--- config.mk ---
export PLATFORM = sky130hd
export DESIGN_NAME = spi_read_sequencer_flat
export DESIGN_NICKNAME = d
export VERILOG_FILES = /design/src/rtl/spi_read_sequencer_if.sv /design/src/rtl/spi_read_sequencer.sv /design/src/flat_wrapper.sv
export SDC_FILE = /design/constraint.sdc
export NUM_CORES = 1
export LEC_CHECK = 0
export BUFFER_PORTS_ARGS = -buffer_cell sky130_fd_sc_hd__buf_2
export CAP_MARGIN = 5
export CORE_UTILIZATION = 32
export CTS_CLUSTER_SIZE = 10
export DETAILED_ROUTE_END_ITERATION = 10
export SLEW_MARGIN = 40
export SYNTH_ARGS = -nofsm -noshare
export SYNTH_HDL_FRONTEND = slang
export SYNTH_SLANG_ARGS = --single-unit
export TNS_END_PERCENT = 1
--- constraint.sdc ---
create_clock -name clk -period 4.2 [get_ports clk]
set_clock_uncertainty 0.05 [all_clocks]
set_input_delay 0.42 -clock clk [delete_from_list [all_inputs] [get_ports clk]]
set_output_delay 0.42 -clock clk [all_outputs]
set_load 0.02 [all_outputs]
--- src/rtl/spi_read_sequencer_if.sv ---
// rtl/spi_read_sequencer_if.sv - request, read-stream and SPI shifter signals of the read sequencer
// master is the sequencer side; slave is the client/shifter side.
interface spi_read_sequencer_if #(
  parameter int ADDR_BYTES = 3,
  parameter int LEN_W      = 8
);
  localparam int ADDR_W = (ADDR_BYTES > 0) ? ADDR_BYTES * 8 : 8;

  logic              start;
  logic [7:0]        cmd;
  logic [ADDR_W-1:0] addr;
  logic [LEN_W-1:0]  len;
  logic              busy;
  logic              done;
  logic [7:0]        data_out;
  logic              data_valid;
  logic              data_ready;
  logic              spi_cs_n;
  logic              tx_wr_en;
  logic [7:0]        tx_data;
  logic              tx_sent;
  logic              rx_rd_en;
  logic [7:0]        rx_data;
  logic              rx_received;

  modport master (
    input  start, cmd, addr, len, data_ready, tx_sent, rx_data, rx_received,
    output busy, done, data_out, data_valid, spi_cs_n, tx_wr_en, tx_data, rx_rd_en
  );

  modport slave (
    output start, cmd, addr, len, data_ready, tx_sent, rx_data, rx_received,
    input  busy, done, data_out, data_valid, spi_cs_n, tx_wr_en, tx_data, rx_rd_en
  );
endinterface

--- src/rtl/spi_read_sequencer.sv ---
// rtl/spi_read_sequencer.sv - sequences command, address and read-data bytes of one SPI read
// All outputs are registered; shifter pulses appear the cycle after the decision.
module spi_read_sequencer #(
  parameter int ADDR_BYTES = 3,
  parameter int LEN_W      = 8,
  parameter int CS_SETUP   = 2,
  parameter int CS_HOLD    = 2
) (
  input  logic                 clk,
  input  logic                 reset,
  input  logic                 clk_en,
  spi_read_sequencer_if.master bus
);
  localparam int ADDR_W   = (ADDR_BYTES > 0) ? ADDR_BYTES * 8 : 8;
  localparam int AL_W     = (ADDR_BYTES > 0) ? $clog2(ADDR_BYTES + 1) : 1;
  localparam int TICK_MAX = (CS_SETUP > CS_HOLD) ? CS_SETUP : CS_HOLD;
  localparam int TICK_W   = (TICK_MAX > 0) ? $clog2(TICK_MAX + 1) : 1;

  localparam logic [TICK_W:0]  SETUP_TICKS = (TICK_W + 1)'(CS_SETUP);
  localparam logic [TICK_W:0]  HOLD_TICKS  = (TICK_W + 1)'(CS_HOLD);
  localparam logic [AL_W-1:0]  ADDR_COUNT  = AL_W'(ADDR_BYTES);
  localparam logic [LEN_W-1:0] LEN_ONE     = LEN_W'(1);

  typedef enum logic [2:0] {
    S_IDLE,
    S_CS_SU,
    S_TX_WAIT,
    S_RX_ISSUE,
    S_RX_WAIT,
    S_OUT,
    S_CS_HD
  } state_t;

  state_t            state_q, state_d;
  logic [TICK_W-1:0] tick_q, tick_d;
  logic [TICK_W:0]   tick_next;
  logic [7:0]        cmd_q, cmd_d;
  logic [ADDR_W-1:0] addr_q, addr_d;
  logic [AL_W-1:0]   addr_left_q, addr_left_d;
  logic [LEN_W-1:0]  cnt_q, cnt_d;
  logic              busy_q, busy_d;
  logic              done_q, done_d;
  logic              cs_n_q, cs_n_d;
  logic              tx_wr_en_q, tx_wr_en_d;
  logic [7:0]        tx_data_q, tx_data_d;
  logic              rx_rd_en_q, rx_rd_en_d;
  logic [7:0]        data_out_q, data_out_d;
  logic              data_valid_q, data_valid_d;

  always_comb begin
    state_d      = state_q;
    tick_d       = tick_q;
    cmd_d        = cmd_q;
    addr_d       = addr_q;
    addr_left_d  = addr_left_q;
    cnt_d        = cnt_q;
    busy_d       = busy_q;
    done_d       = 1'b0;
    cs_n_d       = cs_n_q;
    tx_wr_en_d   = 1'b0;
    tx_data_d    = tx_data_q;
    rx_rd_en_d   = 1'b0;
    data_out_d   = data_out_q;
    data_valid_d = data_valid_q;
    tick_next    = {1'b0, tick_q} + {{TICK_W{1'b0}}, clk_en};

    unique case (state_q)
      S_IDLE: begin
        // done_q still high means this is the done cycle; a start here is dropped.
        if (bus.start && !done_q) begin
          cmd_d       = bus.cmd;
          addr_d      = bus.addr;
          addr_left_d = ADDR_COUNT;
          cnt_d       = bus.len;
          busy_d      = 1'b1;
          cs_n_d      = 1'b0;
          tick_d      = '0;
          state_d     = S_CS_SU;
        end
      end

      S_CS_SU: begin
        tick_d = tick_next[TICK_W-1:0];
        if (tick_next >= SETUP_TICKS) begin
          tx_wr_en_d = 1'b1;
          tx_data_d  = cmd_q;
          state_d    = S_TX_WAIT;
        end
      end

      S_TX_WAIT: begin
        if (bus.tx_sent) begin
          if (addr_left_q != '0) begin
            tx_wr_en_d  = 1'b1;
            tx_data_d   = addr_q[ADDR_W-1 -: 8];
            addr_d      = addr_q << 8;
            addr_left_d = addr_left_q - AL_W'(1);
          end else if (cnt_q != '0) begin
            state_d = S_RX_ISSUE;
          end else begin
            tick_d  = '0;
            state_d = S_CS_HD;
          end
        end
      end

      S_RX_ISSUE: begin
        rx_rd_en_d = 1'b1;
        state_d    = S_RX_WAIT;
      end

      S_RX_WAIT: begin
        if (bus.rx_received) begin
          data_out_d   = bus.rx_data;
          data_valid_d = 1'b1;
          state_d      = S_OUT;
        end
      end

      S_OUT: begin
        // Next RX byte is only issued once the held byte is taken.
        if (data_valid_q && bus.data_ready) begin
          data_valid_d = 1'b0;
          cnt_d        = cnt_q - LEN_ONE;
          if (cnt_q == LEN_ONE) begin
            tick_d  = '0;
            state_d = S_CS_HD;
          end else begin
            state_d = S_RX_ISSUE;
          end
        end
      end

      S_CS_HD: begin
        tick_d = tick_next[TICK_W-1:0];
        if (tick_next >= HOLD_TICKS) begin
          tick_d  = '0;
          cs_n_d  = 1'b1;
          busy_d  = 1'b0;
          done_d  = 1'b1;
          state_d = S_IDLE;
        end
      end

      default: begin
        state_d = S_IDLE;
      end
    endcase
  end

  always_ff @(posedge clk or posedge reset) begin
    if (reset) begin
      state_q      <= S_IDLE;
      tick_q       <= '0;
      cmd_q        <= '0;
      addr_q       <= '0;
      addr_left_q  <= '0;
      cnt_q        <= '0;
      busy_q       <= 1'b0;
      done_q       <= 1'b0;
      cs_n_q       <= 1'b1;
      tx_wr_en_q   <= 1'b0;
      tx_data_q    <= '0;
      rx_rd_en_q   <= 1'b0;
      data_out_q   <= '0;
      data_valid_q <= 1'b0;
    end else begin
      state_q      <= state_d;
      tick_q       <= tick_d;
      cmd_q        <= cmd_d;
      addr_q       <= addr_d;
      addr_left_q  <= addr_left_d;
      cnt_q        <= cnt_d;
      busy_q       <= busy_d;
      done_q       <= done_d;
      cs_n_q       <= cs_n_d;
      tx_wr_en_q   <= tx_wr_en_d;
      tx_data_q    <= tx_data_d;
      rx_rd_en_q   <= rx_rd_en_d;
      data_out_q   <= data_out_d;
      data_valid_q <= data_valid_d;
    end
  end

  assign bus.busy       = busy_q;
  assign bus.done       = done_q;
  assign bus.spi_cs_n   = cs_n_q;
  assign bus.tx_wr_en   = tx_wr_en_q;
  assign bus.tx_data    = tx_data_q;
  assign bus.rx_rd_en   = rx_rd_en_q;
  assign bus.data_out   = data_out_q;
  assign bus.data_valid = data_valid_q;

endmodule

--- src/flat_wrapper.sv ---
// flat-port wrapper written by rule: the top's interface ports become plain ports
module spi_read_sequencer_flat 
#(
  parameter int ADDR_BYTES = 3,
  parameter int LEN_W      = 8,
  parameter int CS_SETUP   = 2,
  parameter int CS_HOLD    = 2
)
  (clk, reset, clk_en, bus_start, bus_cmd, bus_addr, bus_len, bus_data_ready, bus_tx_sent, bus_rx_data, bus_rx_received, bus_busy, bus_done, bus_data_out, bus_data_valid, bus_spi_cs_n, bus_tx_wr_en, bus_tx_data, bus_rx_rd_en);
  spi_read_sequencer_if #(.ADDR_BYTES(ADDR_BYTES), .LEN_W(LEN_W)) bus_i ();
  input  logic clk;
  input  logic reset;
  input  logic clk_en;
  input wire logic [$bits(bus_i.start)-1:0] bus_start;
  input wire logic [$bits(bus_i.cmd)-1:0] bus_cmd;
  input wire logic [$bits(bus_i.addr)-1:0] bus_addr;
  input wire logic [$bits(bus_i.len)-1:0] bus_len;
  input wire logic [$bits(bus_i.data_ready)-1:0] bus_data_ready;
  input wire logic [$bits(bus_i.tx_sent)-1:0] bus_tx_sent;
  input wire logic [$bits(bus_i.rx_data)-1:0] bus_rx_data;
  input wire logic [$bits(bus_i.rx_received)-1:0] bus_rx_received;
  output wire logic [$bits(bus_i.busy)-1:0] bus_busy;
  output wire logic [$bits(bus_i.done)-1:0] bus_done;
  output wire logic [$bits(bus_i.data_out)-1:0] bus_data_out;
  output wire logic [$bits(bus_i.data_valid)-1:0] bus_data_valid;
  output wire logic [$bits(bus_i.spi_cs_n)-1:0] bus_spi_cs_n;
  output wire logic [$bits(bus_i.tx_wr_en)-1:0] bus_tx_wr_en;
  output wire logic [$bits(bus_i.tx_data)-1:0] bus_tx_data;
  output wire logic [$bits(bus_i.rx_rd_en)-1:0] bus_rx_rd_en;
  assign bus_i.start = bus_start;
  assign bus_i.cmd = bus_cmd;
  assign bus_i.addr = bus_addr;
  assign bus_i.len = bus_len;
  assign bus_i.data_ready = bus_data_ready;
  assign bus_i.tx_sent = bus_tx_sent;
  assign bus_i.rx_data = bus_rx_data;
  assign bus_i.rx_received = bus_rx_received;
  assign bus_busy = bus_i.busy;
  assign bus_done = bus_i.done;
  assign bus_data_out = bus_i.data_out;
  assign bus_data_valid = bus_i.data_valid;
  assign bus_spi_cs_n = bus_i.spi_cs_n;
  assign bus_tx_wr_en = bus_i.tx_wr_en;
  assign bus_tx_data = bus_i.tx_data;
  assign bus_rx_rd_en = bus_i.rx_rd_en;
  spi_read_sequencer #(.ADDR_BYTES(ADDR_BYTES), .LEN_W(LEN_W), .CS_SETUP(CS_SETUP), .CS_HOLD(CS_HOLD)) u_core (.clk(clk), .reset(reset), .clk_en(clk_en), .bus(bus_i));
endmodule
# Word level (Yosys, flattened, before mapping)
# Cells that the tools add are included.
[totals]
register_bits = 69
latchBits = 0
ram_bits = 0
mem_bits_ro = 0
in_bits = 55
output_inout_bits = 22
elab_cells = 104
n_memories = 0
[op_classes]
n_addsub = 3
n_mul = 0
n_div = 0
magnitude_cmp = 1
n_eq_ne = 17
shift = 0
n_mux = 48
bitwise = 0
reduce_logical = 21
[ops]
columns = ["operator", "n"]
rows = [
  ["24-bit two-way mux", 3],
  ["24-bit case mux with 2 select lines", 1],
  ["8-bit two-way mux", 5],
  ["8-bit case mux with 2 select lines", 2],
  ["3-bit two-way mux", 9],
  ["3-bit case mux with 7 select lines", 1],
  ["2-bit two-way mux", 10],
  ["7-bit AND reduction", 2],
  ["2-bit by 1-bit inequality test with 1-bit output (second input constant)", 6],
  ["2-bit nonzero test", 6],
  ["1-bit two-way mux", 11],
  ["2-bit case mux with 5 select lines", 1],
  ["3-bit == test (second input constant)", 3],
  ["3-bit AND reduction", 3],
  ["8-bit by 1-bit == test with 1-bit output (second input constant)", 1],
  ["2-bit inequality test (second input constant)", 4],
  ["1-bit case mux with 2 select lines", 4],
  ["4-bit AND reduction", 2],
  ["8-bit nonzero test", 1],
  ["8-bit by 1-bit subtractor with 8-bit output (second input constant)", 1],
  ["3-bit by 2-bit == test with 1-bit output (second input constant)", 2],
  ["5-bit nonzero test", 1],
  ["2-bit case mux with 2 select lines", 1],
  ["2-bit AND reduction", 2],
  ["other kinds (7)", 8],
]

# Logic depth before layout (Yosys ltp)
[logic_depth]
word_depth = 5
ltp_mapped = 8
ltp_nobuf = 7

# Worst setup path before layout
# OpenSTA, ideal clock, no wires.
[synth_timing]
path_type = "reg-to-reg"
start = "reg u_core.done_q (netlist: u_core.bus.done)"
end = "reg u_core.addr_q[11]"
setup_ps = 125
arrival_time_ps = 1842
required_ps = 4025
setup_slack_ps = 2183
path_stages_with_launch = 6
path_buffers = 1
synth_period_minus_slack_ps = 2017
path_cell_list = "dfrtp_1 or3b_4 nor3_4 o22ai_4 buf_6 mux2_4"
[synth_between]
elab_chain_cells = 4
[synth_lines]
columns = ["element", "line", "rtl"]
rows = [
  ["start: declaration", "spi_read_sequencer.sv:42", "logic done_q, done_d;"],
  ["start signal: assignment", "spi_read_sequencer.sv:175", "done_q <= done_d;"],
  ["1-bit logical NOT", "spi_read_sequencer.sv:70", "if (bus.start && !done_q) begin"],
  ["1-bit logical AND", "spi_read_sequencer.sv:70", ""],
  ["2-bit by 1-bit inequality test with 1-bit output (no source line)", "--", ""],
  ["4-bit AND reduction (no source line)", "--", ""],
  ["end signal: assignment", "spi_read_sequencer.sv:171", "addr_q <= addr_d;"],
  ["end: declaration", "spi_read_sequencer.sv:38", "logic [ADDR_W-1:0] addr_q, addr_d;"],
]
# No other way between the ends.
# A chain may end at the register's enable or synchronous reset.

# Final worst setup path
[layout_timing]
start = "reg u_core.state_q[0]"
end = "reg u_core.addr_left_q[0]"
[layout_between]
elab_chain_cells = 3
word_cells_on_any_way = 8
cone_classes = "eq/ne: 4; mux: 1; reduce/logical: 3"
[layout_lines]
columns = ["element", "line", "rtl"]
rows = [
  ["start: declaration", "spi_read_sequencer.sv:34", "state_t state_q, state_d;"],
  ["start signal: assignment", "spi_read_sequencer.sv:168", "state_q <= state_d;"],
  ["3-bit by 2-bit == test with 1-bit output / 3-bit logical NOT (equally long branches)", "spi_read_sequencer.sv:67", "unique case (state_q)"],
  ["2-bit by 1-bit inequality test with 1-bit output (no source line), or another cell as far along", "--", ""],
  ["4-bit AND reduction (no source line)", "--", ""],
  ["end signal: assignment", "spi_read_sequencer.sv:172", "addr_left_q <= addr_left_d;"],
  ["end: declaration", "spi_read_sequencer.sv:39", "logic [AL_W-1:0] addr_left_q, addr_left_d;"],
]
# Several ways; a longest one is shown, not always the timed one.

==> metrics.md <==
| Metric | Value |
|---|---|
| RSZ-0062 raised after global routing | no |
| Max Clock Freq | about 0.37 GHz |
| Vias in the first global route | between 2k and 3k |
| GR peak layer | met2 |
| Std-Cell Rows | 37 |
| Initial antenna violation count | 0 |
| Share of the synthesized area in the top cell type | approximately half |
| Post-synth EDFFs | 0 |
| Multi-input gate area | between 1500 and 2000 um^2 |
| GRT overflow | 0 |
| Synth unique cells | 51 |
| Worst path bufs/invs | 1 |
| Fin. Hold Viols | 0 |
| First-pass GRT wire length | roughly 13,000 um |
| CP max stage delay | around 0.82 ns |
| Avg Synthesized Cell Area | between 10 and 15 um^2 |
| Antenna-violating nets left | 0 |
| Vias | roughly 2.6k |
| Pre-CTS setup slack | 1.50 ns |
| Fin crit share | between 60% and 70% |
| DR iter-0 viols | between 100 and 150 |
| Status | completed |
| Slowest cell on crit path | or3b_2 |
| Largest net degree at the start of global routing | 50 |
| CTS Buffer Depth | 2 |
| Drt wl/cell | approximately 14 um |
| Worst min path class | in -> async |
| CTS sink count | roughly 70 |
| Most area-hungry cell type in the Yosys netlist | dfrtp_1 |
| Crit path DAT | between 2 and 3 ns |
| Residual DRC | 0 |
| Post-CTS resize count | 0 |
| Top_reg_cell synth | dfrtp_1 |
| Worst Path Max Fanout | 27 |
| Hold-fix buffers, CTS | 0 |
| Synth area leaders | dfrtp_1, nand2_1, mux2_2, mux2_4, a22o_1 |
| CTS Buf Count | 9 |
| DIE AREA | between 10,000 and 15,000 um^2 |
| Fin nets | about 460 |
| Worst slew pin tran | between 0.6 and 0.7 ns |
| Cell Chain, Critical Path | or3b_2 > o22ai_4 > buf_8 > mux2_2 |
| Pwr Density | 778 nW/um^2 |
| GPL Wtd Cong | around 0.8 |
| Seq cells post-synth | 69 |
| All-layer global routing usage | ~15% |
| Sum Neg Setup Slack | 0 ns |
| Syn nets | 388 |
| Ys async rst share | 100% |
| Port bufs | 76 |
| Final worst setup slack | about 1.5 ns |
| Setup CP Type | reg -> reg |
| Filler cells | ~1,000 |
| Met1 Usage GRT | between 15 and 20% |
| Sequential cell area | 1730 um^2 |
| Root buf cell | clkbuf_8 |
| Leakage power | 1.99 nW |
| Max Cap Violations | 0 |
| Clock latency on the worst-skew pair | about 0.34 ns |
| DP HPWL | between 5000 and 6000 um |
| Commonest cells after routing, fill and taps aside | nand2_1, buf_2, dfrtp_1 |
| Slew Viols, Final | 0 |
| Syn Std Cell Area | between 3000 and 4000 um^2 |
| Required time worst endpoint | ~4.4 ns |
| GR Util met3 | ~4.7% |
| DR vias/cell | just under 5 |
| Setup Fix Bufs, Post-CTS | 0 |
| Fin crit period | ~2.7 ns |
| Share of cells above drive strength 1 | roughly a third |
| Critical Path Source Type | flop |
| H-Tree Level Count | 3 |
| GR Util met2 | roughly 23% |
| Die Width | about 110 um |
| CTS tree | built |
| Total core area | roughly 10,000 um^2 |
| Worst vdd ir | ~0.00025 V |
| Initial core utilization | approximately a third |
| Post-synthesis sequential area ratio | around half |
| Slew headroom | approximately 55% |
| Synth warn | 0 |
| Commonest non-fill, non-tap cell in the layout | nand2_1 |
| Final wirelength | between 7000 and 8000 um |
| Die Y-Extent | 105 um |
| Setup Viol. Count Final | 0 |
| I/O pin total | 77 |
| ANT cells | 0 |
| Area growth from synthesis to layout | 20.6% |
| Crit path max-delay family | simple AND/OR/NAND/NOR gates |
| Clock slew at reported path FFs | about 0.080 ns |
| Critical path capture point type | flop |
| TritonRoute pass-1 iters | 4 |
| Post-Syn Instances | approximately 330 |
[worst reg2reg max path: cells and delay by family (launching register included)]
kind,cells,cell delay (ns)
flops,1,0.60
mux,1,0.35
simple gates,1,0.82
compound gates,1,0.55
buf+inv,1,0.25
[final cells by class]
type / instances / share of cell area, %
Clock inverter: 6 / 1.55
Clock buffer: 9 / 3.01
Inverter: 12 / 1.16
Tap cell: 136 / 4.13
Sequential cell: 69 / 42.0
Multi-Input combinational cell: 229 / 37.9
Timing Repair Buffer: 80 / 10.2
[cells in the mapped netlist, drive strengths merged, types with 2 or more instances]
library cell and count:
and3 2, or4 2, clkbuf 10, or3b 4, nand2 77, o211ai 3, o22ai 3, o21ai 11
ha 6, nor3 5, a22o 11, a21o 2, inv 12, or3 2, nor3b 4, a31oi 8
and3b 2, nor2 17, o2bb2ai 3, nand3 5, a21oi 10, o21a 2, buf 7, dfrtp 68
mux2 34
[layer usage]
layer  part of all wire (%)  routed length [um]
met5                      0                   0
met2                     46                3540
met3                    5.8                 445
met4                   0.80                  61
met1                     47                3570
[registers in the layout, summed over array words and instances, names as in the netlist]
register,count
u_core.bus.rx_rd_en,1
u_core.bus.tx_data,8
u_core.bus.done,1
u_core.bus.spi_cs_n,1
u_core.bus.data_out,8
u_core.cnt_q,8
u_core.addr_left_q,2
u_core.tick_q,2
u_core.bus.data_valid,1
u_core.state_q,3
u_core.bus.busy,1
u_core.bus.tx_wr_en,1
u_core.addr_q,24
u_core.cmd_q,8
[cells by family (layout without fill, tap and decap cells)]
kind of cell / Yosys count / count (layout) / share of synthesized area, %
AOI/OAI and AO/OA: 62 / 62 / 13.0
buffers and inverters: 29 / 107 / 3.96
DFF: 69 / 69 / 50.6
muxes: 34 / 34 / 12.5
and+or+nand+nor: 127 / 127 / 17.6
adders and majority gates: 6 / 6 / 2.20
[worst paths after layout]
check,start,to,slack [ns],cells past startpoint
hold / removal,reset,u_core.bus.tx_data[7]$_DFFE_PP0P_,0.1,2
hold reg to reg,u_core.addr_q[5]$_DFFE_PP0P_,u_core.addr_q[5]$_DFFE_PP0P_,0.46,1
max in group asynchronous,reset,u_core.bus.data_out[0]$_DFFE_PP0P_,3.28,3
min in group clk,bus_addr[3],u_core.addr_q[3]$_DFFE_PP0P_,0.26,2
setup / recovery,u_core.state_q[0]$_DFFE_PP0P_,u_core.addr_left_q[0]$_DFFE_PP0P_,1.47,4
setup reg to reg,u_core.state_q[0]$_DFFE_PP0P_,u_core.addr_left_q[0]$_DFFE_PP0P_,1.47,4
[per-stage QoR]
stage | instances | util [%] | power (mW) | hold slack [ns] | area, um^2
after floorplan | 327 | - | 2.33 | 0.414 | 3410
after global placement | 524 | 37.7 | 2.61 | 0.432 | 3890
after detailed placement | 526 | 38.0 | 2.69 | 0.440 | 3920
after CTS | 541 | 39.8 | 3.23 | 0.128 | 4110
final | 541 | 39.9 | 3.20 | 0.0969 | 4120
after global routing | 541 | 39.9 | 3.46 | 0.150 | 4120
[power by group]
group | total, mW | leakage [nW] | internal, mW | switching, mW
Sequential | 1.23 | 0.826 | 0.990 | 0.241
Combinational | 1.44 | 1.07 | 0.694 | 0.749
Clock | 0.529 | 0.0915 | 0.271 | 0.258
Note: power is estimated with default switching activity, not from simulation.
